## src/rtl/sprite_row_fetcher.sv

```systemverilog
// Round-robin row fetcher for the 8x8 1bpp sprite ROM.
// Two renderers share one combinational ROM port; one row word per grant.
module sprite_row_fetcher #(
    parameter int XW = 3,
    parameter int YW = 3
) (
    input  logic               clk,
    input  logic               rst_n,
    input  logic               req0_valid,
    input  logic [YW-1:0]      req0_row,
    output logic               req0_ready,
    input  logic               req1_valid,
    input  logic [YW-1:0]      req1_row,
    output logic               req1_ready,
    output logic               resp0_valid,
    output logic               resp1_valid,
    output logic [(1<<XW)-1:0] resp_data,
    output logic [XW+YW-1:0]   o_rom_counter,
    input  logic               i_rom_bit,
    output logic               o_busy
);

    localparam int W = 1 << XW;

    typedef enum logic [1:0] {
        IDLE  = 2'd0,
        FETCH = 2'd1,
        RESP  = 2'd2
    } state_e;

    state_e          state_q, state_d;
    logic [XW-1:0]   col_q, col_d;
    logic [YW-1:0]   row_q, row_d;
    logic            grant_q, grant_d;
    logic            last_grant_q, last_grant_d;
    logic [W-1:0]    data_q, data_d;

    logic            win0;
    logic            win1;

    // On a tie the requester that was not served last wins.
    always_comb begin
        win0 = req0_valid & (~req1_valid | last_grant_q);
        win1 = req1_valid & (~req0_valid | ~last_grant_q);
    end

    always_comb begin
        state_d      = state_q;
        col_d        = col_q;
        row_d        = row_q;
        grant_d      = grant_q;
        last_grant_d = last_grant_q;
        data_d       = data_q;
        req0_ready   = 1'b0;
        req1_ready   = 1'b0;

        unique case (state_q)
            IDLE: begin
                req0_ready = win0;
                req1_ready = win1;
                if (win0) begin
                    row_d        = req0_row;
                    grant_d      = 1'b0;
                    last_grant_d = 1'b0;
                    col_d        = '0;
                    state_d      = FETCH;
                end else if (win1) begin
                    row_d        = req1_row;
                    grant_d      = 1'b1;
                    last_grant_d = 1'b1;
                    col_d        = '0;
                    state_d      = FETCH;
                end
            end
            FETCH: begin
                data_d[col_q] = i_rom_bit;
                col_d         = col_q + XW'(1);
                if (col_q == '1) begin
                    state_d = RESP;
                end
            end
            RESP: begin
                state_d = IDLE;
            end
            default: begin
                state_d = IDLE;
            end
        endcase
    end

    always_ff @(posedge clk or negedge rst_n) begin
        if (!rst_n) begin
            state_q      <= IDLE;
            col_q        <= '0;
            row_q        <= '0;
            grant_q      <= 1'b0;
            last_grant_q <= 1'b1;
            data_q       <= '0;
        end else begin
            state_q      <= state_d;
            col_q        <= col_d;
            row_q        <= row_d;
            grant_q      <= grant_d;
            last_grant_q <= last_grant_d;
            data_q       <= data_d;
        end
    end

    always_comb begin
        resp0_valid   = (state_q == RESP) & ~grant_q;
        resp1_valid   = (state_q == RESP) & grant_q;
        resp_data     = data_q;
        o_busy        = (state_q != IDLE);
        o_rom_counter = (state_q == FETCH) ? {row_q, col_q} : '0;
    end

endmodule

```

## config.mk

```make
export PLATFORM = sky130hd
export DESIGN_NAME = sprite_row_fetcher
export DESIGN_NICKNAME = d
export VERILOG_FILES = /design/src/rtl/sprite_row_fetcher.sv
export SDC_FILE = /design/constraint.sdc
export NUM_CORES = 1
export LEC_CHECK = 0
export CORE_UTILIZATION = 29
export CTS_BUF_LIST = sky130_fd_sc_hd__clkbuf_4 sky130_fd_sc_hd__clkbuf_8
export DETAILED_ROUTE_END_ITERATION = 7
export PLACE_DENSITY = 0.65
export REMOVE_ABC_BUFFERS = 1
export SYNTH_ARGS = -nofsm -noshare
export SYNTH_HDL_FRONTEND = slang
export SYNTH_SLANG_ARGS = --single-unit
```

## constraint.sdc

```tcl
create_clock -name clk -period 1.5 [get_ports clk]
set_input_delay 0.3 -clock clk [delete_from_list [all_inputs] [get_ports clk]]
set_output_delay 0.3 -clock clk [all_outputs]
set_load 0.01 [all_outputs]
```

==> results.json, run 1 <==
{
  "post-route-drc-count": 0,
  "die_width_microns": 58.8,
  "post-synth-top-count-cell": "sky130_fd_sc_hd__dfrtp_1",
  "clock_power_share_pct": 8.9,
  "nFillCells": 297,
  "clock_latency_ns": 0.29,
  "final_antenna_net_count": 0,
  "finalWirelength_microns": 2410,
  "floorplan.core_area_sq_um": 3050,
  "overflow": 0,
  "leakage_nw": 0.789,
  "design.final.nets": 160,
  "critical_path_start_type": "flip-flop",
  "largest_net_degree_at_the_start_of_global_routing": 19,
  "synth_seq_area_share_pct": 48.3,
  "slew_headroom_pct": 74.4,
  "r2r.worst_path.cells": 6,
  "ff2ff_setup_slack_ns": -0.06,
  "power_frac_comb_pct": 64.6,
  "sequentialPowerShare_pct": 26.5,
  "tightestPinTransition_ns": 0.384,
  "antenna_cells_inserted": 0,
  "outcome": "finished, violations left",
  "avgSynthCellArea_sq_um": 10.3,
  "grt_pass1_wl_microns": 3670,
  "final_cell_count_no_fill": 190,
  "regToRegEndpoint": "resp_data[5]$_DFFE_PN0P_",
  "vias_in_the_first_global_route": 856,
  "floorplan.rows": 20,
  "dp.final_hpwl_microns": 1630,
  "worst-path-max-fanout": 6,
  "netSwitchingPower_mw": 1.20,
  "sw_frac_of_total_pct": 35.3,
  "max-vdd-ir-drop_uv": 730,
  "design_internal_power_mw": 2.20,
  "drt_pre_antenna_iters": 3,
  "clock_path_buffers": 2,
  "grt_setup_unrepaired": "true",
  "netlist_area_sq_um": 935,
  "synth_enable_flop_cells": 0,
  "yosys.area.top_type": "sky130_fd_sc_hd__dfrtp_1",
  "fmax_mhz": 600,
  "postSynthCellCount": 91,
  "powerDensity_nw_per_um2": 2100,
  "cts_tree": "done",
  "setup-violations-final": 17,
  "total_power_mw": 3.40,
  "clock_skew_ns": 0.000984,
  "root_buffer": "sky130_fd_sc_hd__clkbuf_4",
  "asyncSetResetFlopFracSynth_pct": 100,
  "postCtsHoldBufs": 0,
  "critPathLaunch": "state_q[1]$_DFFE_PN0P_",
  "crit_end": "o_rom_counter[2]",
  "cp.arrival_ns": 1.37,
  "top_ff_cell_synth": "sky130_fd_sc_hd__dfrtp_1",
  "max-cap-violations": 0,
  "r2r-start": "state_q[1]$_DFFE_PN0P_",
  "port_buffers": 29,
  "top_level_ports": 30,
  "totalNegativeSetupSlack_ns": -1.48,
  "required_ns": 1.20,
  "vias_per_cell": 4.57,
  "grt_util_all_layers_pct": 14.4,
  "die_area_sq_um": 3450,
  "setup.worst_path.class": "reg2out",
  "timing.final.crit_period_ns": 1.67,
  "timing.hold.worst.class": "in2async",
  "ys_warn_count": 0,
  "gpl.final_weighted_congestion": 0.719,
  "die_height_microns": 58.8,
  "netlist_top_cells_count": "sky130_fd_sc_hd__dfrtp_1, sky130_fd_sc_hd__and2_1, sky130_fd_sc_hd__nand2_1, sky130_fd_sc_hd__a21oi_1, sky130_fd_sc_hd__mux2_2",
  "vias": 869,
  "antenna_found_initial": 0,
  "synth_seq_cells": 18,
  "cts-buffers-inserted": 3,
  "flow.area_growth_from_synthesis_pct": 73.2,
  "yosysUniqueCellTypes": 30,
  "final_max_slew_viol_count": 0,
  "initial_core_util_pct": 30.6,
  "cts.reportedPaths.clkPinSlew_ns": 0.11,
  "hold_viol": 0,
  "failed_checks": "setup timing",
  "setup.worst_path.end_class": "output port",
  "synth.top_cells.by_area": "sky130_fd_sc_hd__dfrtp_1, sky130_fd_sc_hd__mux2_2, sky130_fd_sc_hd__and2_1",
  "min_period_over_period_pct": 111,
  "cts.sink_count": 18,
  "synth_largest_type_area_fraction_pct": 45.5,
  "place.detailed.instances": 177,
  "post_route_cells_drive_above_1_share_pct": 47.9,
  "wl_per_cell_microns": 12.7,
  "cts.htree.levels": 1,
  "drtIter0Drc": 7,
  "timing.final.ws_setup_ns": -0.168
}
critical path: stages, from the launching register on:
cell and delay [ns]:
sky130_fd_sc_hd__dfrtp_1 0.42, sky130_fd_sc_hd__and2b_2 0.26, sky130_fd_sc_hd__buf_6 0.13, sky130_fd_sc_hd__and2_4 0.15
sky130_fd_sc_hd__buf_6 0.11
power groups by stage:
stage          combinational [mW]  sequential (mW)  clock (mW)
4_1_cts                      1.99            0.896       0.312
5_1_grt                      2.38            0.933       0.326
6_report                     2.20            0.901       0.303
2_1_floorplan               0.685            0.991           0
3_3_place_gp                 1.65            0.893           0
3_5_place_dp                 1.70            0.900           0
cell usage in the layout, fill, tap and decap left out, types with 2 or more instances in the layout:
cell type,instances
sky130_fd_sc_hd__mux2_2,2
sky130_fd_sc_hd__buf_4,17
sky130_fd_sc_hd__o21ai_1,2
sky130_fd_sc_hd__dlymetal6s2s_1,6
sky130_fd_sc_hd__nor2_1,2
sky130_fd_sc_hd__dlygate4sd2_1,2
sky130_fd_sc_hd__nand4b_1,2
sky130_fd_sc_hd__clkbuf_4,3
sky130_fd_sc_hd__mux2_4,4
sky130_fd_sc_hd__a31oi_1,4
sky130_fd_sc_hd__and2_4,8
sky130_fd_sc_hd__o21ai_0,4
sky130_fd_sc_hd__clkdlybuf4s50_1,10
sky130_fd_sc_hd__nand3_1,3
sky130_fd_sc_hd__buf_6,18
sky130_fd_sc_hd__nand2_1,5
sky130_fd_sc_hd__nor4b_2,2
sky130_fd_sc_hd__dfrtp_1,17
sky130_fd_sc_hd__mux2_1,2
sky130_fd_sc_hd__ha_1,2
sky130_fd_sc_hd__a21oi_1,5
sky130_fd_sc_hd__nand2b_1,3
sky130_fd_sc_hd__buf_2,4
how the worst min path moves through the flow:
stage          depth (start not counted)                     start                       end
2_1_floorplan                          0                     rst_n      col_q[0]$_DFFE_PN0P_
6_report                               2                     rst_n  resp_data[2]$_DFFE_PN0P_
3_3_place_gp                           1  resp_data[4]$_DFFE_PN0P_  resp_data[4]$_DFFE_PN0P_
5_1_grt                                2                     rst_n  resp_data[2]$_DFFE_PN0P_
4_1_cts                                2                     rst_n  resp_data[4]$_DFFE_PN0P_
3_5_place_dp                           1  resp_data[4]$_DFFE_PN0P_  resp_data[4]$_DFFE_PN0P_
timing repair:
item / in CTS / in global routing
setup endpoints to repair: 14 / 31
endpoints found under the hold margin: 0 / 0
cloned: 0 / 0
pin swaps: 8 / 3
setup buffers: 6 / 4
gates resized for setup: 76 / 21
area by class of cell:
class,instances,area [sq um],area share [%]
clock buffer,4,36.3,2.24
inverter,2,7.51,0.464
sequential,18,452,27.9
tap,44,55.1,3.40
timing repair buffer,57,543,33.5
multi-input combinational,65,526,32.5
logic make-up after synthesis:
kind of cell	count (synthesis)	synth area share, %
flip-flops	18	48.3
buffers and inverters	8	3.61
AND/OR/NAND/NOR	38	25.8
adder cells (fa/ha/maj)	2	2.68
AO/OA/AOI/OAI	17	9.91
multiplexers	8	9.64
registers in the layout (all words and copies together) (netlist names):
| register | flops |
|---|---|
| state_q | 2 |
| col_q | 3 |
| row_q | 3 |
| last_grant_q | 1 |
| grant_q | 1 |
| resp_data | 8 |
metrics by stage:
step                hold slack [ns]  area [sq um]  util (%)  setup WS, ns
global route                  0.351          1620      53.0        -0.224
finish                        0.339          1620      53.0        -0.168
CTS                           0.338          1530      50.0        -0.175
floorplan                   0.00441           908         -        0.0820
global placement              0.469          1400      45.7        -0.426
detailed placement            0.480          1400      45.7        -0.463
routing by layer:
metal | share of wire (%) | GRT usage, % | routed length (microns)
met2 | 54 | 28.9 | 1300
met1 | 40 | 14.2 | 965
met4 | 0.58 | 5.10 | 14
met5 | 0 | 0 | 0
met3 | 5.3 | 2.86 | 128
(Power assumes the default switching activity.)
==> run 2, diff against run 1 <==
Settings changed: CORE_UTILIZATION 29 to 42, PLACE_DENSITY 0.65 to 0.85.
==> run 2 against run 1 <==
Highest routed layer unchanged. Total power shrank 11%. Sequential power hardly changed. Critical path type unchanged. First-iteration DRC count is 100% higher. Count of clock-buffer cells in the layout is the same. Setup slack improved by 0.050 ns. Register-to-register slack better by 0.03 ns. The flow still finishes with violations (setup timing).
==> results.json, run 2 (synthesis results as in run 1) <==
{
  "outcome": "finished, violations left",
  "failed_checks": "setup timing",
  "design.final.nets": 154,
  "grt_util_all_layers_pct": 21.9,
  "slew_headroom_pct": 83.4,
  "die_area_sq_um": 2420,
  "root_buffer": "sky130_fd_sc_hd__clkbuf_4",
  "regToRegEndpoint": "resp_data[5]$_DFFE_PN0P_",
  "setup.worst_path.class": "reg2out",
  "max-cap-violations": 0,
  "totalNegativeSetupSlack_ns": -0.328,
  "die_height_microns": 49.2,
  "met1_usage_pct": 27.0,
  "setup-violations-final": 10,
  "initial_core_util_pct": 46.2,
  "largest_net_degree_at_the_start_of_global_routing": 15,
  "overflow": 0,
  "tightestPinTransition_ns": 0.249,
  "die_width_microns": 49.2,
  "grt.busiest_layer": "met2",
  "r2r.worst_path.cells": 6,
  "detailedPlace.worstSlack_ns": -0.466,
  "final_max_slew_viol_count": 0,
  "cts.htree.levels": 1,
  "flow.area_growth_from_synthesis_pct": 57.2,
  "antenna_cells_inserted": 0,
  "timing.hold.worst.class": "in2async",
  "leakage_nw": 0.701,
  "vias": 871,
  "mostFrequentLayoutCells": "sky130_fd_sc_hd__buf_4, sky130_fd_sc_hd__dfrtp_1, sky130_fd_sc_hd__clkdlybuf4s50_1",
  "drt_pre_antenna_iters": 4,
  "floorplan.core_area_sq_um": 2020,
  "clock_path_buffers": 2,
  "grt_util_met3_pct": 3.74,
  "vias_per_cell": 5.22,
  "critical_path_start_type": "flip-flop",
  "post_route_cells_drive_above_1_share_pct": 42.1,
  "dp.final_hpwl_microns": 1640,
  "timing.final.ws_setup_ns": -0.118,
  "fmax_mhz": 618,
  "final_antenna_net_count": 0,
  "top_level_ports": 30,
  "hold_viol": 0,
  "nFillCells": 144,
  "vias_in_the_first_global_route": 855,
  "wl_per_cell_microns": 14.5,
  "cts_tree": "done",
  "min_period_over_period_pct": 108,
  "timing.final.crit_period_ns": 1.62,
  "drtIter0Drc": 14,
  "port_buffers": 29,
  "antenna_found_initial": 0,
  "r2r-start": "state_q[0]$_DFFE_PN0P_",
  "finalWirelength_microns": 2420,
  "post-route-drc-count": 0,
  "ff2ff_setup_slack_ns": -0.03,
  "final_common_cell": "sky130_fd_sc_hd__buf_4",
  "cts.sink_count": 18,
  "globalRouteMet2Util_pct": 35.2,
  "setup.worst_path.end_class": "output port",
  "critPathLaunch": "state_q[0]$_DFFE_PN0P_",
  "clock_latency_ns": 0.29,
  "cts-buffers-inserted": 3,
  "floorplan.rows": 16,
  "clock_skew_ns": 0.00872,
  "powerDensity_nw_per_um2": 2070,
  "cp.arrival_ns": 1.32,
  "largest_reg_flops": 8,
  "grt_pass1_wl_microns": 3960,
  "gpl.final_weighted_congestion": 0.851,
  "required_ns": 1.20,
  "max-vdd-ir-drop_uv": 1230,
  "worst-path-max-fanout": 6,
  "cts.reportedPaths.clkPinSlew_ns": 0.09,
  "grt_setup_unrepaired": "true"
}
## run 2: cell count changes in the layout (fill, tap and decap cells not counted), sizes merged
cell          change
buf               -6
dlygate4sd2       +3
dlymetal6s2s      -3
## run 2: final cells by class
type	count	area [sq um]	area share, %
Timing Repair Buffer	51	425	29.0
Sequential cell	18	452	30.7
Inverter	2	7.51	0.511
Multi-Input combinational cell	65	514	35.0
Clock buffer	4	36.3	2.47
Tap cell	27	33.8	2.30
## run 2: worst max-delay path by stage
stage	endpoint	slack, ns	depth (start not counted)
finish	o_rom_counter[4]	-0.12	4
global route	o_rom_counter[4]	-0.18	4
CTS	o_rom_counter[4]	-0.13	4
detailed placement	req0_ready	-0.47	4
global placement	req0_ready	-0.42	4
floorplan	req0_ready	0.08	3
## run 2: power breakdown
part	total (mW)	internal [mW]	switching (mW)
Combinational	1.85	0.989	0.857
Sequential	0.904	0.736	0.168
Clock	0.294	0.148	0.146
Total	3.04	1.87	1.17
## run 2: worst max-delay path, stage by stage (launching register included)
cell and delay [ns]:
sky130_fd_sc_hd__dfrtp_1 0.41, sky130_fd_sc_hd__and2b_2 0.24, sky130_fd_sc_hd__buf_6 0.12, sky130_fd_sc_hd__and2_4 0.15
sky130_fd_sc_hd__buf_6 0.11
## run 2: what timing repair did
action | CTS | global route
setup buffers | 2 | 1
setup endpoints to repair | 20 | 23
gates resized for setup | 64 | 12
pin swaps | 5 | 0
endpoints found under the hold margin | 0 | 0
hold buffers | 0 | 0
## run 2: stage by stage
| step | std cells | instance area (sq um) | utilization [%] | hold WS [ns] | total power, mW |
|---|---|---|---|---|---|
| 4_1_cts | 166 | 1420 | 70.0 | 0.218 | 2.91 |
| 6_report | 167 | 1470 | 72.6 | 0.219 | 3.04 |
| 5_1_grt | 167 | 1470 | 72.6 | 0.225 | 3.24 |
| 3_5_place_dp | 160 | 1380 | 68.0 | 0.475 | 2.59 |
| 3_3_place_gp | 160 | 1380 | 68.0 | 0.470 | 2.52 |
| 2_1_floorplan | 85 | 908 | - | 0.00441 | 1.68 |
## run 2: routing by layer
metal,vias up,routed length (microns)
met4,0,60
met5,-,0
met3,6,72
met2,26,1260
li1,422,-
met1,417,1020
==> run 3, diff against run 2 <==
Settings changed: PLACE_DENSITY 0.85 to 0.88.
Clock period 1.5 ns to 1.3 ns, I/O delays scaled along.
==> run 3 against run 2 <==
The flow still finishes with violations (setup timing). Combinational power rose by 63%. Largest power group unchanged. Utilization up 10 points. Count of clock-buffer cells in the layout did not move. Clock skew grew 0.00087 ns. Via count is 20% higher. First-iteration DRC count rose to 3.6 times the previous value. Final cell count increased by 6.6%. Final area is 14% higher. Die area unchanged. Worst hold slack better by 0.056 ns. Critical path type unchanged. Register-to-register slack lost 0.25 ns. Critical endpoint is now req0_ready.
==> results.json, run 3 (synthesis results as in run 1) <==
{
  "outcome": "finished, violations left",
  "failed_checks": "setup timing",
  "final_common_cell": "sky130_fd_sc_hd__buf_4",
  "power_frac_comb_pct": 67.8,
  "cts.htree.levels": 1,
  "timing.final.ws_setup_ns": -0.401,
  "setup.worst_path.class": "reg2out",
  "floorplan.rows": 16,
  "r2r-start": "state_q[1]$_DFFE_PN0P_",
  "final_core_density_pct": 82.9,
  "design.final.nets": 165,
  "worst-path-buf-inv": 3,
  "cpLargestDelayFamily": "flip-flops",
  "finalWirelength_microns": 3570,
  "cts_tree": "done",
  "cts.reportedPaths.clkPinSlew_ns": 0.12,
  "place_area_sq_um": 1380,
  "antenna_found_initial": 0,
  "place.detailed.instances": 160,
  "clock_latency_ns": 0.31,
  "sequentialPowerShare_pct": 23.8,
  "clock_power_share_pct": 8.3,
  "final_max_slew_viol_count": 0,
  "drt_pre_antenna_iters": 4,
  "grt_setup_unrepaired": "true",
  "clock_skew_ns": 0.00960,
  "min_period_over_period_pct": 131,
  "slew_headroom_pct": 79.0,
  "regToRegEndpoint": "resp_data[6]$_DFFE_PN0P_",
  "detailedPlace.worstSlack_ns": -0.667,
  "final_cell_count_no_fill": 178,
  "top_level_ports": 30,
  "vias_per_cell": 5.85,
  "root_buffer": "sky130_fd_sc_hd__clkbuf_4",
  "vias_in_the_first_global_route": 1038,
  "mostFrequentLayoutCells": "sky130_fd_sc_hd__buf_4, sky130_fd_sc_hd__buf_6, sky130_fd_sc_hd__dfrtp_1",
  "crit_chain": "buf_6 -> nor2_4 -> inv_2 -> nor3_4 -> buf_2",
  "required_ns": 1.04,
  "netSwitchingPower_mw": 1.79,
  "leakage_nw": 0.780,
  "worst-path-max-fanout": 3,
  "sw_frac_of_total_pct": 40.3,
  "gpl.final_weighted_congestion": 0.790,
  "die_width_microns": 49.2,
  "die_height_microns": 49.2,
  "timing.final.crit_period_ns": 1.70,
  "setup.worst_path.end_class": "output port",
  "post_route_cells_drive_above_1_share_pct": 53.6,
  "clock_path_buffers": 2,
  "cp.arrival_ns": 1.44,
  "largest_net_degree_at_the_start_of_global_routing": 19,
  "cts-buffers-inserted": 3,
  "timing.hold.worst.class": "in2async",
  "r2r.worst_path.cells": 6,
  "initial_core_util_pct": 46.2,
  "slowest_stage": "sky130_fd_sc_hd__dfrtp_1",
  "port_buffers": 29,
  "slowest_delay_ns": 0.44,
  "max-vdd-ir-drop_uv": 1700,
  "final_antenna_net_count": 0,
  "tightestPinTransition_ns": 0.315,
  "post-route-drc-count": 0,
  "powerDensity_nw_per_um2": 2660,
  "max-cap-violations": 0,
  "die_area_sq_um": 2420,
  "finish.instance_area_sq_um": 1680,
  "design_internal_power_mw": 2.66,
  "cts.sink_count": 18,
  "drtIter0Drc": 51,
  "hold_viol": 0,
  "grt_pass1_wl_microns": 5350,
  "overflow": 0,
  "flow.area_growth_from_synthesis_pct": 79.4,
  "critical_path_start_type": "flip-flop",
  "setup-violations-final": 27,
  "nFillCells": 94,
  "fmax_mhz": 588,
  "ff2ff_setup_slack_ns": -0.28,
  "dp.final_hpwl_microns": 1760,
  "largest_reg_flops": 8,
  "floorplan.core_area_sq_um": 2020,
  "vias": 1042,
  "antenna_cells_inserted": 0,
  "wl_per_cell_microns": 20.1,
  "totalNegativeSetupSlack_ns": -6.26,
  "grt_util_all_layers_pct": 29.8
}
[run 3: metal layers]
layer | part of all wire (%) | global-route usage [%]
met1 | 39 | 36.6
met2 | 49 | 51.1
met3 | 6.2 | 5.92
met4 | 5.9 | 11.3
met5 | 0 | 0
[run 3: through the flow]
stage               hold slack [ns]  power, mW
finish                        0.275       4.45
global route                  0.292       4.64
global placement              0.468       2.95
detailed placement            0.475       3.04
CTS                           0.293       3.90
floorplan                   -0.0356       1.93
[run 3: final cells by class]
cell class | count | area (sq um) | share of cell area, %
Clock buffer | 4 | 36.3 | 2.16
Multi-Input combinational cell | 65 | 594 | 35.4
Timing Repair Buffer | 62 | 553 | 33.0
Inverter | 2 | 7.51 | 0.448
Sequential cell | 18 | 452 | 26.9
Tap cell | 27 | 33.8 | 2.01
[run 3: how the worst max path moves through the flow]
stage                                       from          endpoint  slack (ns)  depth (start not counted)
after global routing      state_q[1]$_DFFE_PN0P_        req0_ready       -0.44                          5
after CTS                 state_q[0]$_DFFE_PN0P_  o_rom_counter[3]       -0.31                          4
after floorplan           state_q[1]$_DFFE_PN0P_        req0_ready       -0.08                          3
final                     state_q[0]$_DFFE_PN0P_        req0_ready       -0.40                          5
after detailed placement              req1_valid        req0_ready       -0.67                          4
after global placement                req0_valid        req0_ready       -0.55                          4
[run 3: what timing repair did]
action,4_1_cts,5_1_grt
hold buffers,0,0
gates resized for setup,97,17
endpoints found under the setup margin,34,28
pin swaps,12,3
buffers inserted,12,10
endpoints found under the hold margin,0,0
[run 3: power by group through the flow]
stage	combinational [mW]	sequential, mW	clock, mW
6_report	3.02	1.06	0.372
3_3_place_gp	1.95	0.994	0
3_5_place_dp	2.02	1.02	0
2_1_floorplan	0.791	1.14	0
5_1_grt	3.16	1.08	0.398
4_1_cts	2.54	1.01	0.351
